File: src/rtl/register_file16.sv
// ---------------------------------------------------------------------------
// register_file16 : 16 x N register file, one write port, two async read ports
// Revision: 1.0
// ---------------------------------------------------------------------------
`default_nettype none

module register_file16 #(
  parameter int unsigned N        = 32,
  parameter int unsigned ZERO_REG = 1,
  parameter int unsigned BYPASS   = 1
) (
  input  logic         clk,
  input  logic         rst,
  input  logic         wr_ena,
  input  logic [3:0]   wr_addr,
  input  logic [N-1:0] wr_data,
  input  logic [3:0]   rd_addr0,
  output logic [N-1:0] rd_data0,
  input  logic [3:0]   rd_addr1,
  output logic [N-1:0] rd_data1,
  output logic [7:0]   wr_count
);

  localparam int NUM_REGS  = 16;
  localparam int NUM_PORTS = 2;

  logic [N-1:0]          regs_q [NUM_REGS];
  logic [N-1:0]          regs_d [NUM_REGS];
  logic [7:0]            wr_count_q;
  logic [7:0]            wr_count_d;
  logic [NUM_REGS-1:0]   wr_sel;
  logic                  commit;

  logic [3:0]            rd_addr [NUM_PORTS];
  logic [N-1:0]          rd_data [NUM_PORTS];

  // Gating on wr_ena first keeps an undriven wr_addr harmless when idle.
  always_comb begin
    wr_sel = '0;
    if (wr_ena) begin
      wr_sel[wr_addr] = 1'b1;
    end
    if (ZERO_REG != 0) begin
      wr_sel[0] = 1'b0;
    end
    commit = |wr_sel;
  end

  always_comb begin
    for (int i = 0; i < NUM_REGS; i++) begin
      regs_d[i] = wr_sel[i] ? wr_data : regs_q[i];
    end
    wr_count_d = wr_count_q;
    if (commit && (wr_count_q != 8'hFF)) begin
      wr_count_d = wr_count_q + 8'd1;
    end
  end

  always_ff @(posedge clk or posedge rst) begin
    if (rst) begin
      for (int i = 0; i < NUM_REGS; i++) begin
        regs_q[i] <= '0;
      end
      wr_count_q <= '0;
    end else begin
      for (int i = 0; i < NUM_REGS; i++) begin
        regs_q[i] <= regs_d[i];
      end
      wr_count_q <= wr_count_d;
    end
  end

  assign wr_count   = wr_count_q;
  assign rd_addr[0] = rd_addr0;
  assign rd_addr[1] = rd_addr1;
  assign rd_data0   = rd_data[0];
  assign rd_data1   = rd_data[1];

  // Per-port binary mux tree; address bit k steers tree level k+1.
  for (genvar p = 0; p < NUM_PORTS; p++) begin : g_rd_port
    logic [N-1:0] lvl1 [8];
    logic [N-1:0] lvl2 [4];
    logic [N-1:0] lvl3 [2];
    logic [N-1:0] tree_out;
    logic         zero_hit;
    logic         byp_hit;

    for (genvar i = 0; i < 8; i++) begin : g_lvl1
      assign lvl1[i] = rd_addr[p][0] ? regs_q[2*i+1] : regs_q[2*i];
    end
    for (genvar i = 0; i < 4; i++) begin : g_lvl2
      assign lvl2[i] = rd_addr[p][1] ? lvl1[2*i+1] : lvl1[2*i];
    end
    for (genvar i = 0; i < 2; i++) begin : g_lvl3
      assign lvl3[i] = rd_addr[p][2] ? lvl2[2*i+1] : lvl2[2*i];
    end
    assign tree_out = rd_addr[p][3] ? lvl3[1] : lvl3[0];

    assign zero_hit = (ZERO_REG != 0) && (rd_addr[p] == 4'd0);
    assign byp_hit  = (BYPASS != 0) && wr_ena && (rd_addr[p] == wr_addr);

    // Zero register outranks forwarding.
    assign rd_data[p] = zero_hit ? '0 :
                        byp_hit  ? wr_data : tree_out;
  end

endmodule

`default_nettype wire

File: config.mk
export PLATFORM = sky130hd
export DESIGN_NAME = register_file16
export DESIGN_NICKNAME = d
export VERILOG_FILES = /design/src/rtl/register_file16.sv
export SDC_FILE = /design/constraint.sdc
export NUM_CORES = 1
export LEC_CHECK = 0
export CORE_ASPECT_RATIO = 1.75
export CORE_UTILIZATION = 28
export CTS_BUF_LIST = sky130_fd_sc_hd__clkbuf_4 sky130_fd_sc_hd__clkbuf_8
export DETAILED_ROUTE_END_ITERATION = 8
export HOLD_SLACK_MARGIN = 0.02
export PLACE_DENSITY = 0.48
export SLEW_MARGIN = 20
export SYNTH_ARGS = -nofsm -noshare
export SYNTH_HDL_FRONTEND = slang
export SYNTH_SLANG_ARGS = --single-unit
File: constraint.sdc
create_clock -name clk -period 17.5 [get_ports clk]
set_input_delay 3.5 -clock clk [delete_from_list [all_inputs] [get_ports clk]]
set_output_delay 3.5 -clock clk [all_outputs]
set_load 0.02 [all_outputs]
After elaboration in Yosys (flattened, before gate mapping)

Cells that the tools add are included.

Equal/unequal tests: 3
Order comparisons: 2
Muxes and demuxes: 37
Reduce and logical (&&, ||, !) cells: 7
Add/sub/neg operators: 1

Operators by type and width:

| operator                                            | count |
|---|---|
| two-way mux 32 bit                                  | 34 |
| two-way mux 16 bit                                  | 1 |
| OR reduction 15 bit                                 | 1 |
| adder 8 x 1 -> 8 bit, second input constant         | 1 |
| equality test 4 bit                                 | 2 |
| logical NOT 4 bit                                   | 2 |
| inequality test 8 bit, second input constant        | 1 |
| < comparator 4 x 5 -> 1 bit, second input constant  | 1 |
| demux 1 bit (select 4 bit)                          | 1 |
| >= comparator 4 x 1 -> 1 bit, second input constant | 1 |
| logical AND 1 bit                                   | 4 |
| two-way mux 1 bit                                   | 1 |

Bits of input ports: 47
Flip-flop bits (word level): 488
Word-level logic and storage cells: 66

Logic depth before layout (Yosys ltp)

Gate-level depths: netlist of the first run.

Word-level depth: 7
Gate-level depth with buffers: 9
Depth with buffers taken out: 6

Worst setup path after synthesis of the first run

Ideal clock, no wire load.

Kind: in2out
Start: in rd_addr1[1]
End: out rd_data1[11]
Cell stages on the path: 9
Slack: 8,830 ps
Data required time: 14,000 ps
Arrival time: 5,170 ps
Path buffers: 4
Path through: clkbuf_2 buf_6 xor2_1 nor3_1 and3_1 clkbuf_1 buf_2 a211oi_2 nor3_1

Longest elaborated chain between the ends: 5
Elaborated cells on any way between the ends: 12
Classes of those cells: eq/ne: 1; mux: 9; reduce/logical: 2

RTL lines:

| item                 | RTL line | text |
|---|---|---|
| from (decl)          | 19       | `input logic [3:0] rd_addr1,` |
| two-way mux 32 bit   | 92       | `assign lvl2[i] = rd_addr[p][1] ? lvl1[2*i+1] : lvl1[2*i];` |
| two-way mux 32 bit   | 95       | `assign lvl3[i] = rd_addr[p][2] ? lvl2[2*i+1] : lvl2[2*i];` |
| two-way mux 32 bit   | 97       | `assign tree_out = rd_addr[p][3] ? lvl3[1] : lvl3[0];` |
| two-way mux 32 bit   | 104      | `byp_hit ? wr_data : tree_out;` |
| two-way mux 32 bit * | 103      | `assign rd_data[p] = zero_hit ? '0 :` |
| to (decl)            | 20       | `output logic [N-1:0] rd_data1,` |

Mark *: on every way between the ends. The rest lies on a longest branch, timed or not.

Final worst setup path of the first run

Start: in rd_addr1[2]
End: out rd_data1[4]

Longest elaborated chain between the ends: 4
Elaborated cells on any way between the ends: 8
Classes of those cells: eq/ne: 1; mux: 5; reduce/logical: 2

RTL lines:

| item                                                      | RTL line |
|---|---|
| equality test 4 bit or two-way mux 32 bit (tied branches) | 100, 95 |
| logical AND 1 bit or two-way mux 32 bit (tied branches)   | 100, 97 |
| two-way mux 32 bit                                        | 104 |
| two-way mux 32 bit *                                      | 103 |

Marked as above.

==> flow_summary.ini, run 1 <==
[finish]
regArea_um2 = 12200
multi_input_area_um2 = 13900
fill_cells = 9364
fin_nets = 2035
drive_above_1_share_pct = 41.1
layout-area-overhead-vs-synth_pct = 14.6

[setup_path]
crit_fanout = 42
reg2reg_setup_slack_ps = 15840
crit_start = rd_addr1[2]
r2r_start = wr_count[0]
crit_path_start_kind = primary input
end_kind = output pin
path_class = primary input to output pin
required_ps = 14000
worstPathArrival_ps = 7240

[clocking]
tritoncts = done
clk_path_buf_depth = 3
cts_max_level = 3
post_cts_buffers = 0
numCtsBuffers = 78
cts-hold-fix-buffers = 0
clkTransAtPathRegs_ps = 60
root_buffer = clkbuf_8
clk_latency_ps = 700
cts_resized = 0
numClockSinks = 488

[synthesis]
synth_area_um2 = 27000
synth-compound-area-share_pct = 6.58
seq_area_frac_synth_pct = 45.3
yosys.area.top_type = dfrtp_1
ys_seq_elements = 488
synth_ff_type = dfrtp_1
synth_edf_count = 0
syn_inst = 1954
synth_cell_types = 43
synth-warning-count = 0
synthArstFlopShare_pct = 100
synth_top_family_by_area = multiplexers
synthSimpleGateAreaFrac_pct = 3.00
synth_common_cells = dfrtp_1, mux2_2, mux4_2
synth_area_leaders = dfrtp_1, mux2_2, mux4_2
synth_fp_nets = 2002
synthAdderAreaFrac_pct = 0.0464
synth.top_cell.area_share_pct = 45.3
synthMuxAreaShare_pct = 40.9
synth-xor-area-share_pct = 0.454
yosysMostFrequentCell = dfrtp_1
synth_area_per_cell_um2 = 13.8

[route]
drt_iter0_drc = 922
wire_per_inst_um = 28.1
post-route-drc-count = 0
highest_layer = met4
via_per_inst = 5.51
m1WireLength_um = 37200
wl_met2_um = 47700
drtPass1Iterations = 5
antenna_left = 0
num_vias = 18000
wl_um = 91600
routed-wl-met3_um = 3840

[floorplan]
ioPinCount = 119
die_h_um = 413
coreArea_um2 = 95500
die-width_um = 237
fp-row-count = 150
die-area_um2 = 97700
initial_core_util_pct = 28.2

[global_routing]
grt_pass1_wl_um = 136000
first_global_vias = 19500
grt_max_degree = 178
antenna_found_initial = 2
groute.usage.overall_pct = 19.0
grt-ovfl-total = 0

[sta]
fin_crit_ps = 10740
drv_slew = 0
setup_viol = 0
post-route-period-util_pct = 61.4
finClkSkew_ps = 2.58
fin_tns_setup_ps = 0
worstMarginPinSlew_ps = 1120
slew-limit-headroom_pct = 25.3
finalHoldViolations = 0
rsz0062_at_grt = false
fmax_mhz = 93.1

[pwr]
max-vdd-ir-drop_v = 0.0000484
p_per_area_nw_per_um2 = 117
p_leak_nw = 12.5
total_power_mw = 3.61

[run_status]
outcome = completed

[hold_path]
hold_class = flip-flop to flip-flop
hp-start = wr_count[5]

[flow_run]
drv_cap = 0

[placed_design]
dpl.hpwl_um = 54300
port_buffers = 118
gp_congestion = 0.776
[worst max-delay path, cell delays in order]
cell and delay, ps:
buf_4 410, buf_4 600, buf_4 690, mux4_2 400, mux2_2 280, a211oi_1 590, nor3_1 120, clkdlybuf4s50_1 570
[flip-flops by register name, indices dropped and copies added, names as in the netlist]
| name | count |
|---|---|
| wr_count | 8 |
| regs_q | 480 |
[per-stage QoR]
step | util, % | setup WS (ps) | std cells | cell area (um^2) | hold WS, ps
2_1_floorplan | - | 381 | 1954 | 27000 | 469
3_3_place_gp | 30.5 | 6640 | 3121 | 29200 | 487
3_5_place_dp | 30.6 | 6670 | 3122 | 29200 | 485
4_1_cts | 32.3 | 6640 | 3257 | 30900 | 498
5_1_grt | 32.4 | 6590 | 3259 | 30900 | 532
6_report | 32.4 | 6760 | 3259 | 30900 | 496
[layer usage]
| layer | track usage, % | up-vias |
|---|---|---|
| li1 | - | 7572 |
| met1 | 22.9 | 9702 |
| met2 | 33.9 | 537 |
| met3 | 2.76 | 154 |
| met4 | 7.03 | 0 |
| met5 | 0 | - |
[cells by family after synthesis]
group	after synthesis
and+or+nand+nor	177
adders and majority gates	1
AOI/OAI and AO/OA	231
xor gates and xnor gates	14
buffers and inverters	211
muxes	832
DFF	488
[placed cells by master, fill, tap and decap left out, drive strengths merged, types with 6 or more instances in the layout]
cell type      netlist  final
a211oi              31     31
mux2               574    574
clkbuf              84    129
a221oi              31     31
buf                123     49
a22oi               32     32
a221o               32     32
nand2               12     12
dfrtp              488    488
nand3                6      6
xnor2                8      8
nor3                66     66
nor2                75     75
a21oi               66     66
a22o                32     32
clkdlybuf4s50        0    110
xor2                 6      6
mux2i               98     98
mux4               160    160
[where the power goes]
part | internal (mW) | leakage [nW] | switching [mW]
Clock | 0.593 | 0.889 | 0.482
Combinational | 0.537 | 5.66 | 0.384
Sequential | 1.40 | 5.98 | 0.220
Total | 2.53 | 12.5 | 1.09
[final cells by class]
cell class / count / area share, %
clock inverter: 7 / 0.223
clock buffer: 128 / 5.21
timing repair buffer: 160 / 5.02
sequential: 488 / 39.5
tap: 1216 / 4.92
antenna: 1 / 0.00810
multi-input combinational: 1255 / 45.0
inverter: 4 / 0.0729
[worst paths after layout]
| check | end | depth (start not counted) |
|---|---|---|
| hold reg to reg | wr_count[5] | 1 |
| max in group asynchronous | regs_q[206] | 4 |
| setup / recovery | rd_data1[4] | 8 |
| min in group asynchronous | wr_count[4] | 2 |
| setup reg to reg | wr_count[7] | 6 |
| hold / removal | wr_count[5] | 1 |
(Power assumes the default switching activity.)
==> run 2: changes to the inputs <==
--- a/config.mk
+++ b/config.mk
@@ -10,7 +10,7 @@
 export CTS_BUF_LIST = sky130_fd_sc_hd__clkbuf_4 sky130_fd_sc_hd__clkbuf_8
 export DETAILED_ROUTE_END_ITERATION = 8
 export HOLD_SLACK_MARGIN = 0.02
-export PLACE_DENSITY = 0.48
+export PLACE_DENSITY = 0.46
 export SLEW_MARGIN = 20
 export SYNTH_ARGS = -nofsm -noshare
 export SYNTH_HDL_FRONTEND = slang
==> constraint.sdc (replaced) <==
create_clock -name clk -period 10.6 [get_ports clk]
set_input_delay 2.12 -clock clk [delete_from_list [all_inputs] [get_ports clk]]
set_output_delay 2.12 -clock clk [all_outputs]
set_load 0.02 [all_outputs]
==> flow_summary.ini, run 2 (same netlist as run 1, synthesis figures left out) <==
[setup_path]
r2r_start = wr_count[0]
reg2regPathDepth = 6
crit_fanout = 19
worstPathArrival_ps = 5800
r2r_end = wr_count[7]
crit_path_top_delay_cell = clkdlybuf4s50_1
reg2reg_setup_slack_ps = 8930
crit_path_max_incr_delay_ps = 720
path_class = primary input to output pin
end_kind = output pin
required_ps = 8480
crit_path_start_kind = primary input
cp_cell_sequence = clkdlybuf4s50_1, xor2_1, nor3_1, and3_2, buf_4, a211oi_1, nor3_1, clkdlybuf4s50_1

[route]
wire_per_inst_um = 29.3
post-route-drc-count = 0
drtPass1Iterations = 4
wl_um = 95300
antenna_left = 0
drt_iter0_drc = 1215
via_per_inst = 5.60
num_vias = 18200

[finish]
fill_cells = 9314
top_register = regs_q
layout_common_cells = dfrtp_1, mux2_2, mux4_2
layout.cells.non_filler = 3255
fin_area_um2 = 30900
fin_nets = 2036
drive_above_1_share_pct = 41.0
final_common_cell = dfrtp_1
layout-area-overhead-vs-synth_pct = 14.4
largest_register_ffs = 480

[global_routing]
grt_max_degree = 162
grt-ovfl-total = 0
groute.usage.overall_pct = 19.8
grt_pass1_wl_um = 141000
first_global_vias = 19700
antenna_found_initial = 2

[run_status]
outcome = completed

[sta]
drv_slew = 0
setup_viol = 0
fmax_mhz = 126
slew-limit-headroom_pct = 29.0
finClkSkew_ps = 5.59
post-route-period-util_pct = 74.7
fin_tns_setup_ps = 0
worstMarginPinSlew_ps = 1060
holdWs_ps = 504
fin_crit_ps = 7920
rsz0062_at_grt = false
finalHoldViolations = 0

[placed_design]
post_dp_cell_area_um2 = 29200
gp_congestion = 0.747
placed_cells = 3124
port_buffers = 118
dpl.hpwl_um = 53300

[clocking]
clk_path_buf_depth = 3
cts_max_level = 3
numCtsBuffers = 78
root_buffer = clkbuf_8
cts_resized = 0
cts-hold-fix-buffers = 0
post_cts_buffers = 0
clk_latency_ps = 710
clkTransAtPathRegs_ps = 60
tritoncts = done
numClockSinks = 488

[floorplan]
die-area_um2 = 97700
die-width_um = 237
ioPinCount = 119
fp-row-count = 150
initial_core_util_pct = 28.2
coreArea_um2 = 95500
die_h_um = 413

[flow_run]
drv_cap = 0

[hold_path]
whs_endpoint = wr_count[5]
hp-start = wr_count[5]
min_path_cells = 1
hold_class = flip-flop to flip-flop

[pwr]
total_power_mw = 5.96
max-vdd-ir-drop_v = 0.0000836
p_leak_nw = 12.5
p_per_area_nw_per_um2 = 193
## run 2: power by group
group          leakage (nW)  internal (mW)  switching (mW)  total [mW]
combinational          5.67          0.887           0.650        1.54
sequential             5.98           2.31           0.361        2.67
clock                 0.855          0.942           0.814        1.76
total                  12.5           4.14            1.83        5.96
## run 2: worst max path at each step
| stage | startpoint | to | slack [ps] | cells after the start |
|---|---|---|---|---|
| after floorplan | rst | regs_q[0] | 1860 | 1 |
| after global placement | wr_addr[1] | rd_data1[0] | 2890 | 8 |
| after detailed placement | wr_addr[1] | rd_data1[0] | 2810 | 8 |
| after CTS | wr_addr[1] | rd_data1[0] | 2810 | 8 |
| after global routing | wr_addr[1] | rd_data1[28] | 2640 | 8 |
| final | wr_addr[1] | rd_data1[0] | 2680 | 8 |
## run 2: critical path, delay by kind of cell
kind            cells  cell delay, ps
simple gates        3            1480
buf+inv             3            1820
xor+xnor            1             270
compound gates      1              90
## run 2: through the flow
| stage | util [%] | setup slack, ps |
|---|---|---|
| 2_1_floorplan | - | 1860 |
| 3_3_place_gp | 30.6 | 2890 |
| 3_5_place_dp | 30.6 | 2810 |
| 4_1_cts | 32.3 | 2810 |
| 5_1_grt | 32.3 | 2640 |
| 6_report | 32.3 | 2680 |
## run 2: cell type report
class	count	area [um^2]	share of cell area [%]
Multi-Input combinational cell	1255	13900	45.1
Sequential cell	488	12200	39.6
Timing Repair Buffer	161	1560	5.07
Tap cell	1216	1520	4.93
Clock buffer	119	1490	4.84
Clock inverter	10	118	0.381
Inverter	4	18.8	0.0608
Antenna cell	2	5.00	0.0162
## run 2: metal layers
| metal | share of wire, % | global-route usage [%] | up-vias |
|---|---|---|---|
| li1 | - | - | 7571 |
| met1 | 43 | 25.1 | 10000 |
| met2 | 50 | 34.1 | 491 |
| met3 | 4.2 | 2.98 | 149 |
| met4 | 2.9 | 6.87 | 0 |
| met5 | 0 | 0 | - |
